$ cat config.mk
export PLATFORM = sky130hd
export DESIGN_NAME = hazard_forward_unit
export DESIGN_NICKNAME = d
export VERILOG_FILES = /design/src/rtl/hazard_forward_unit.sv
export SDC_FILE = /design/constraint.sdc
export NUM_CORES = 1
export LEC_CHECK = 0
export BUFFER_PORTS_ARGS = -buffer_cell sky130_fd_sc_hd__buf_2
export CORE_ASPECT_RATIO = 1.2
export CORE_MARGIN = 3
export CORE_UTILIZATION = 35
export DETAILED_ROUTE_END_ITERATION = 8
export GPL_ROUTABILITY_DRIVEN = 0
export GPL_TIMING_DRIVEN = 0
export PLACE_DENSITY_LB_ADDON = 0.2
export SETUP_SLACK_MARGIN = 0.1
export SLEW_MARGIN = 20
export SYNTH_ARGS = -nofsm -noshare
export SYNTH_HDL_FRONTEND = slang
export SYNTH_SLANG_ARGS = --single-unit
export TNS_END_PERCENT = 30
$ cat constraint.sdc
create_clock -name i_clk -period 2.3 [get_ports i_clk]
set_input_delay 0.115 -clock i_clk [delete_from_list [all_inputs] [get_ports i_clk]]
set_output_delay 0.115 -clock i_clk [all_outputs]
set_load 0.005 [all_outputs]
$ cat src/rtl/hazard_forward_unit.sv
// hazard_forward_unit: decode-stage operand bypass select, load-use stall and
// long-latency writeback scoreboard. Forward selects, stall and ready are
// combinational from the decode inputs and registered slot state; only the
// scoreboard and the stall counter hold state.
module hazard_forward_unit #(
    parameter int unsigned NUM_FWD        = 2,
    parameter int unsigned LL_SLOTS       = 2,
    parameter int unsigned LL_LAT_W       = 4,
    parameter int unsigned SEL_W          = $clog2(NUM_FWD + 1),
    // Turn off to let a bench drive deliberate issue-while-busy violations.
    parameter bit          CHECK_PROTOCOL = 1'b1
) (
    input  logic                   i_clk,
    input  logic                   i_rst,
    input  logic [6:0]             i_id_opcode,
    input  logic [4:0]             i_id_rs1,
    input  logic [4:0]             i_id_rs2,
    input  logic [NUM_FWD-1:0]     i_fwd_reg_write,
    input  logic [5*NUM_FWD-1:0]   i_fwd_rd,
    input  logic [NUM_FWD-1:0]     i_fwd_data_ok,
    input  logic                   i_ll_issue,
    input  logic [4:0]             i_ll_rd,
    input  logic [LL_LAT_W-1:0]    i_ll_lat,
    output logic [SEL_W-1:0]       o_fwd_sel_a,
    output logic [SEL_W-1:0]       o_fwd_sel_b,
    output logic                   o_stall,
    output logic                   o_ll_ready,
    output logic [31:0]            o_stall_cnt
);

    localparam int unsigned REG_W = 5;
    localparam int unsigned OPC_W = 7;
    localparam int unsigned CNT_W = 32;

    localparam logic [OPC_W-1:0] OPC_JAL    = 7'b1101111;
    localparam logic [OPC_W-1:0] OPC_LUI    = 7'b0110111;
    localparam logic [OPC_W-1:0] OPC_AUIPC  = 7'b0010111;
    localparam logic [OPC_W-1:0] OPC_R      = 7'b0110011;
    localparam logic [OPC_W-1:0] OPC_STORE  = 7'b0100011;
    localparam logic [OPC_W-1:0] OPC_BRANCH = 7'b1100011;
    // PIM ops live in the custom-0 opcode space.
    localparam logic [OPC_W-1:0] OPC_PIM    = 7'b0001011;

    localparam logic [CNT_W-1:0] CNT_MAX = {CNT_W{1'b1}};

    logic [LL_SLOTS-1:0]                slot_valid;
    logic [LL_SLOTS-1:0][REG_W-1:0]     slot_rd;
    logic [LL_SLOTS-1:0][LL_LAT_W-1:0]  slot_cnt;
    logic [CNT_W-1:0]                   stall_cnt;

    logic                               use_rs1;
    logic                               use_rs2;
    logic [1:0][REG_W-1:0]              src_rs;
    logic [1:0]                         src_used;
    logic [1:0][SEL_W-1:0]              src_sel;
    logic [1:0]                         src_lu;
    logic [1:0]                         src_ll;
    logic [LL_SLOTS-1:0]                alloc_mask;
    logic                               any_free;
    logic                               waw_hit;
    logic                               alloc;
    logic                               stall;

    // Which source registers the decoded instruction actually reads.
    always_comb begin
        use_rs1 = 1'b1;
        use_rs2 = 1'b0;
        case (i_id_opcode)
            OPC_JAL, OPC_LUI, OPC_AUIPC: use_rs1 = 1'b0;
            default:                     use_rs1 = 1'b1;
        endcase
        case (i_id_opcode)
            OPC_R, OPC_STORE, OPC_BRANCH, OPC_PIM: use_rs2 = 1'b1;
            default:                               use_rs2 = 1'b0;
        endcase
    end

    assign src_rs   = {i_id_rs2, i_id_rs1};
    assign src_used = {use_rs2, use_rs1};

    // Per-source bypass pick (youngest stage wins), load-use and LL hazard.
    always_comb begin
        src_sel = '0;
        src_lu  = '0;
        src_ll  = '0;
        for (int unsigned s = 0; s < 2; s++) begin
            if (src_used[s] && (src_rs[s] != '0)) begin
                // Walk oldest to youngest so the youngest match is the last write.
                for (int unsigned k = NUM_FWD; k > 0; k--) begin
                    if (i_fwd_reg_write[k-1] &&
                        (i_fwd_rd[REG_W*(k-1) +: REG_W] == src_rs[s])) begin
                        src_sel[s] = SEL_W'(k);
                        src_lu[s]  = ~i_fwd_data_ok[k-1];
                    end
                end
                for (int unsigned j = 0; j < LL_SLOTS; j++) begin
                    if (slot_valid[j] && (slot_rd[j] == src_rs[s])) begin
                        src_ll[s] = 1'b1;
                    end
                end
            end
        end
    end

    // Lowest free slot and WAW check against in-flight long-latency writes.
    always_comb begin
        alloc_mask = '0;
        any_free   = 1'b0;
        waw_hit    = 1'b0;
        for (int unsigned j = 0; j < LL_SLOTS; j++) begin
            if (!slot_valid[j] && !any_free) begin
                alloc_mask[j] = 1'b1;
                any_free      = 1'b1;
            end
            if (slot_valid[j] && (slot_rd[j] == i_ll_rd)) begin
                waw_hit = 1'b1;
            end
        end
    end

    assign o_ll_ready  = any_free & ~waw_hit;
    assign alloc       = i_ll_issue & o_ll_ready & (i_ll_rd != '0);
    assign stall       = ~i_rst & ((|src_lu) | (|src_ll));
    assign o_stall     = stall;
    assign o_fwd_sel_a = i_rst ? '0 : src_sel[0];
    assign o_fwd_sel_b = i_rst ? '0 : src_sel[1];
    assign o_stall_cnt = stall_cnt;

    // Scoreboard slots: count down every cycle, retire on 1->0, load on issue.
    always_ff @(posedge i_clk or posedge i_rst) begin
        if (i_rst) begin
            slot_valid <= '0;
            slot_rd    <= '0;
            slot_cnt   <= '0;
        end else begin
            for (int unsigned j = 0; j < LL_SLOTS; j++) begin
                if (slot_valid[j]) begin
                    slot_cnt[j] <= slot_cnt[j] - LL_LAT_W'(1);
                    if (slot_cnt[j] == LL_LAT_W'(1)) begin
                        slot_valid[j] <= 1'b0;
                    end
                end
                if (alloc && alloc_mask[j]) begin
                    slot_valid[j] <= 1'b1;
                    slot_rd[j]    <= i_ll_rd;
                    slot_cnt[j]   <= i_ll_lat;
                end
            end
        end
    end

    // Saturating count of stalled cycles.
    always_ff @(posedge i_clk or posedge i_rst) begin
        if (i_rst) begin
            stall_cnt <= '0;
        end else if (stall && (stall_cnt != CNT_MAX)) begin
            stall_cnt <= stall_cnt + CNT_W'(1);
        end
    end

    // An issue presented while the scoreboard is busy is a producer bug.
    generate
        if (CHECK_PROTOCOL) begin : g_protocol
            a_issue_when_ready: assert property (
                @(posedge i_clk) disable iff (i_rst) i_ll_issue |-> o_ll_ready
            ) else $error("long-latency issue presented while not ready");
        end
    endgenerate

endmodule

Yosys cells after proc, flatten, opt, wreduce, memory -nomap -nowiden
Index checks and enable logic that the tools add are counted.
{"block": "totals", "output_inout_bits": 38, "wordCells": 101, "in_bits": 43, "register_bits": 52}
{"block": "classes", "eq_ne": 20, "addsub": 3, "bitwise_logic": 9, "muxes": 37, "n_reduce_logical": 26}
{"op": "$eq A5 B5 Y1", "n": 10}
{"op": "$add A32 B1 Y32 const B", "n": 1}
{"op": "$ne A32 B32 Y1 const B", "n": 1}
{"op": "$mux W1", "n": 25}
{"op": "$eq A7 B6 Y1 const B", "n": 3}
{"op": "$logic_and A1 B1 Y1", "n": 16}
{"op": "$mux W2", "n": 8}
{"op": "$mux W4", "n": 4}
{"op": "$reduce_bool A5 Y1", "n": 3}
{"op": "$eq A7 B7 Y1 const B", "n": 2}
{"op": "$eq A4 B1 Y1 const B", "n": 2}
{"op": "$sub A4 B1 Y4 const B", "n": 2}
{"op": "$eq A7 B4 Y1 const B", "n": 1}
{"op": "$eq A7 B5 Y1 const B", "n": 1}
{"op": "$and A1 B1 Y1", "n": 4}
{"op": "$not A1 Y1", "n": 4}
{"op": "$reduce_bool A2 Y1", "n": 2}
{"op": "$reduce_or A2 Y1", "n": 2}
{"op": "$reduce_or A4 Y1", "n": 1}
{"op": "$reduce_or A3 Y1", "n": 1}
{"op": "$logic_not A1 Y1", "n": 1}
{"op": "$or A1 B1 Y1", "n": 1}

Depth between registers and ports, before layout
{"block": "logic_depth", "depth_word": 10, "ltp_mapped": 10, "ltp_nobuf": 8}

Worst setup path before layout
OpenSTA, ideal clock, no wires.
{"block": "synth_path", "path_type": "input -> register", "start": "in i_rst", "end": "reg stall_cnt[18] (netlist: o_stall_cnt[18])", "arrival_ns": 2.364, "stages": 7, "t_required_ns": 2.221, "path_slack_ns": -0.143, "path_cell_list": "inv_1 nand2_1 a31oi_1 nor3_2 buf_6 nor4b_2 xor2_1"}
{"block": "synth_via", "elab_chain_len": 3}
{"item": "from (decl)", "line_no": "14", "rtl": "input logic i_rst,"}
{"item": "$not A1 Y1", "line_no": "123", "rtl": "assign stall = ~i_rst & ((|src_lu) | (|src_ll));"}
{"item": "$and A1 B1 Y1", "line_no": "123"}
{"item": "$logic_and A1 B1 Y1", "line_no": "156", "rtl": "end else if (stall && (stall_cnt != CNT_MAX)) begin"}
{"item": "to (signal assigned)", "line_no": "157", "rtl": "stall_cnt <= stall_cnt + CNT_W'(1);"}
{"item": "to (decl)", "line_no": "49", "rtl": "logic [CNT_W-1:0] stall_cnt;"}
Every way passes these cells.
A chain may end at the register's enable or synchronous reset.

Worst setup path in the final report
{"block": "layout_path", "start": "reg slot_rd[4] (netlist name)", "end": "out o_stall"}
{"block": "layout_via", "elab_chain_len": 8}
{"item": "from (decl)", "line_no": "47", "rtl": "logic [LL_SLOTS-1:0][REG_W-1:0] slot_rd;"}
{"item": "from (signal, indexed assignment)", "line_no": "145", "rtl": "slot_rd[j] <= i_ll_rd;"}
{"item": "$eq A5 B5 Y1", "line_no": "97", "rtl": "if (slot_valid[j] && (slot_rd[j] == src_rs[s])) begin"}
{"item": "$logic_and A1 B1 Y1", "line_no": "97"}
{"item": "$mux W1 (2 in a row)", "line_no": "97"}
{"item": "$mux W1", "line_no": "87", "rtl": "if (src_used[s] && (src_rs[s] != '0)) begin"}
{"item": "$reduce_or A2 Y1 (*)", "line_no": "123"}
{"item": "$or A1 B1 Y1 (*)", "line_no": "123"}
{"item": "$and A1 B1 Y1 (*)", "line_no": "123"}
{"item": "to (decl)", "line_no": "26", "rtl": "output logic o_stall,"}
Every way passes the cells marked *; elsewhere a longest branch is shown, timed or not.

==> metrics.md <==
| Metric | Value |
|---|---|
| Period utilization | just over 90% |
| Initial drt markers | between 150 and 200 |
| Layout cells sized above 1 | 33.71% |
| Final min period | between 2 and 2.5 ns |
| Post-synthesis sequential element count | 52 |
| CP Launch Type | register |
| Crit path capture type | primary output |
| Grt total ovfl | 0 |
| Crit path DAT | a little over 2 ns |
| Hold slack | around 0.05 ns |
| Worst Path Required | about 2.2 ns |
| Synth Cell Area | 3407 sq um |
| Worst Skew | approximately 0.013 ns |
| Full die area | between 10,000 and 15,000 sq um |
| CTS root buffer | clkbuf_8 |
| Core area | a little over 9000 sq um |
| Fill count | slightly above 900 |
| Power per cell area | about 730 nW/um^2 |
| Clk_lat worst skew | between 0.3 and 0.4 ns |
| Min-Delay Startpoint | i_ll_lat[3] |
| Worst-path clk slew | approximately 0.10 ns |
| RSZ-0062 raised after global routing | true |
| Min-Delay Endpoint | slot_cnt[7]$_DFFE_PP0P_ |
| Sequential-to-total area share from yosys stat | a little under two fifths |
| Nets | between 400 and 500 |
| Final hold viol count | 0 |
| Global-route wire length before repair | between 10,000 and 15,000 um |
| Static leakage | ~2.1 nW |
| Initial Util | a little under two fifths |
| Max Cap Violations | 0 |
| I/O Buffers | 70 |
| Yosys cell types | between 40 and 50 |
| Tightest Pin Transition | between 0.6 and 0.7 ns |
| CP max stage delay | around 0.46 ns |
| Fmax | 467.5 MHz |
| Vias in the first global route | around 2,800 |
| R2R cell count | 8 |
| First drt pass iteration count | 4 |
| Final Max Tran Viols | 0 |
| Max VDD drop | around 0.47 mV |
| DPL Wire Length | 6424 um |
| Vias | ~2,800 |
| Routed Antenna Nets | 0 |
| DRC | 0 |
| WHS Path Cells | 3 |
| Worst Setup Slack, final | 0.1610 ns |
| Slew HR | 57.47% |
| Status | completed |
| Htree depth | 2 |
| Asr flop ratio synth | between 90% and 100% |
| Critical-path top delay cell | dfrtp_2 |
| Post-synth top flop | dfrtp_1 |
| Initial antenna violation count | 0 |
| Row count | 38 |
| Largest net degree at the start of global routing | 30 |
| Synthesis-to-layout area growth | 26.48% |
| Yosys synthesis warning count | 0 |
| Syn_nets | roughly 400 |
| Die height | around 110 um |
| CTS tree | done |
| Crit path max fanout | 6 |
| Routed wire per std cell | between 15 and 20 um |
| Setup WS pre-CTS | -0.2748 ns |
| Setup-failing EPs final | 0 |
| Clock sink count | 52 |
| N_diodes | 0 |
| Post-synth EDFFs | 0 |
| Min-Delay Path Class | input port to register |
| R2r setup slk | around 0.17 ns |
| Crit Path Category | register to primary output |
| Synth Area per Inst | between 9 and 10 sq um |
| Final core occ | a little under half |
| I/O Pins | between 80 and 90 |
| Detailed Route WL | between 8000 and 9000 um |
| CTS max path bufs | 2 |
| Reg2reg start | slot_rd[8]$_DFFE_PP0P_ |
| Clock buffer count from CTS | 5 |
| R2R Path End | o_stall_cnt[30]$_DFFE_PP0P_ |
| GRT Util Overall | between 15 and 20% |
| Via density | 5.062 |
| Critical-path cell list | xor2_1, nor4_1, nand3_1, a31oi_2, nor3_4, buf_6, inv_1, buf_2 |
| Syn Inst Count | approximately 350 |
| Chip Width | slightly below 100 um |
cell families (layout without fill, tap and decap cells):
group	after synthesis	in the layout	share of synthesized area (%)
flops	52	52	38.19
buf+inv	32	121	4.701
mux	7	7	2.313
xor+xnor	83	83	21.34
compound gates	26	26	5.215
fa+ha+maj	5	5	1.836
simple gates	148	148	26.40
cell type report:
type	count	area [sq um]	share of cell area, %
Buffer	19	135.1	3.136
Clock buffer	5	68.82	1.597
Clock inverter	3	26.28	0.6098
Inverter	11	45.04	1.045
Multi-Input combinational cell	269	2091	48.52
Sequential cell	52	1314	30.49
Tap cell	120	150.1	3.484
Timing Repair Buffer	82	474.2	11.00
Timing Repair inverter	1	5.005	0.1161
per-layer routing:
| layer | vias to the layer above | part of all wire, % | global-route usage (%) |
|---|---|---|---|
| met3 | 4 | 4.8 | 2.630 |
| met5 | - | 0 | 0 |
| met2 | 55 | 49 | 25.56 |
| met4 | 0 | 0.61 | 3.416 |
| met1 | 1377 | 46 | 23.21 |
| li1 | 1409 | - | - |
placed cells by master, fill, tap and decap left out, drive strengths merged, types with 3 or more instances in the layout:
| master | count |
|---|---|
| a31oi | 4 |
| a211oi | 3 |
| nand3 | 15 |
| ha | 5 |
| inv | 12 |
| xor2 | 71 |
| mux2 | 7 |
| xnor2 | 12 |
| or4 | 3 |
| a21oi | 7 |
| nand2 | 33 |
| nor3 | 20 |
| nor2 | 17 |
| o21ai | 3 |
| nand4 | 12 |
| dfrtp | 52 |
| clkbuf | 9 |
| nor4 | 16 |
| dlygate4sd3 | 3 |
| nor4b | 8 |
| nand2b | 3 |
| and3 | 9 |
| buf | 94 |
cell usage after synthesis (2+ instances only):
cell / n / area, sq um
a31oi_1: 4 / 25.02
dfrtp_1: 52 / 1301
nor4_2: 4 / 50.05
nand4b_1: 2 / 17.52
a41oi_1: 2 / 17.52
nor4_1: 10 / 62.56
clkbuf_1: 6 / 22.52
a211oi_1: 3 / 22.52
xnor2_1: 12 / 105.1
nand3_1: 15 / 75.07
a21oi_1: 7 / 35.03
buf_6: 3 / 33.78
nor4b_2: 6 / 90.09
ha_1: 5 / 62.56
and3_1: 9 / 56.30
nand2_1: 33 / 123.9
mux2_2: 6 / 67.56
nor2_1: 16 / 60.06
nor3b_1: 2 / 15.01
inv_1: 11 / 41.29
and2_1: 2 / 12.51
xor2_1: 71 / 621.9
buf_2: 11 / 55.05
or4_1: 3 / 22.52
nor3_1: 19 / 95.09
nor4b_1: 2 / 17.52
nand2b_1: 3 / 18.77
or3_1: 2 / 12.51
nor4_4: 2 / 42.54
nor2b_1: 2 / 12.51
o21ai_0: 3 / 15.01
nand4_1: 11 / 68.82
worst max-delay path, delay by kind of cell, from the launching register on:
family	cells	cell delay, ns
AOI/OAI and AO/OA	1	0.11
buffers and inverters	3	0.34
xor gates and xnor gates	1	0.19
and+or+nand+nor	3	0.61
DFF	1	0.46
what timing repair did:
action,CTS,global route
endpoints found under the setup margin,40,42
cloned,1,1
pin swaps,2,9
hold buffers,4,0
buffers inserted,1,5
gates resized for setup,8,36
endpoints found under the hold margin,23,0
power by group:
| group | switching, mW | total (mW) | internal, mW | leakage (nW) |
|---|---|---|---|---|
| Clock | 0.340 | 0.565 | 0.225 | 0.0491 |
| Sequential | 0.256 | 1.39 | 1.13 | 0.667 |
| Combinational | 0.602 | 1.18 | 0.579 | 1.36 |
registers in the layout (all words and copies together) (netlist names):
register     cells
o_stall_cnt     32
slot_rd         10
slot_cnt         8
slot_valid       2
worst max path at each step:
stage	slack (ns)	from	end
after floorplan	0.11	o_stall_cnt[0]$_DFFE_PP0P_	o_stall_cnt[11]$_DFFE_PP0P_
after global placement	-0.64	i_rst	o_stall_cnt[11]$_DFFE_PP0P_
after detailed placement	-0.27	o_stall_cnt[0]$_DFFE_PP0P_	o_stall_cnt[25]$_DFFE_PP0P_
after CTS	0.06	slot_rd[4]$_DFFE_PP0P_	o_stall
after global routing	0.04	slot_rd[5]$_DFFE_PP0P_	o_stall_cnt[18]$_DFFE_PP0P_
final	0.16	slot_rd[4]$_DFFE_PP0P_	o_stall
metrics by stage:
stage,TNS (ns),total power [mW],cells,cell area (sq um)
2_1_floorplan,0,2.177,353,3422
3_3_place_gp,-17.76,2.443,543,3923
3_5_place_dp,-6.185,2.493,544,3943
4_1_cts,0,3.085,556,4126
5_1_grt,0,3.378,562,4309
6_report,0,3.133,562,4309
No activity file was read; power rests on OpenSTA's default activity.
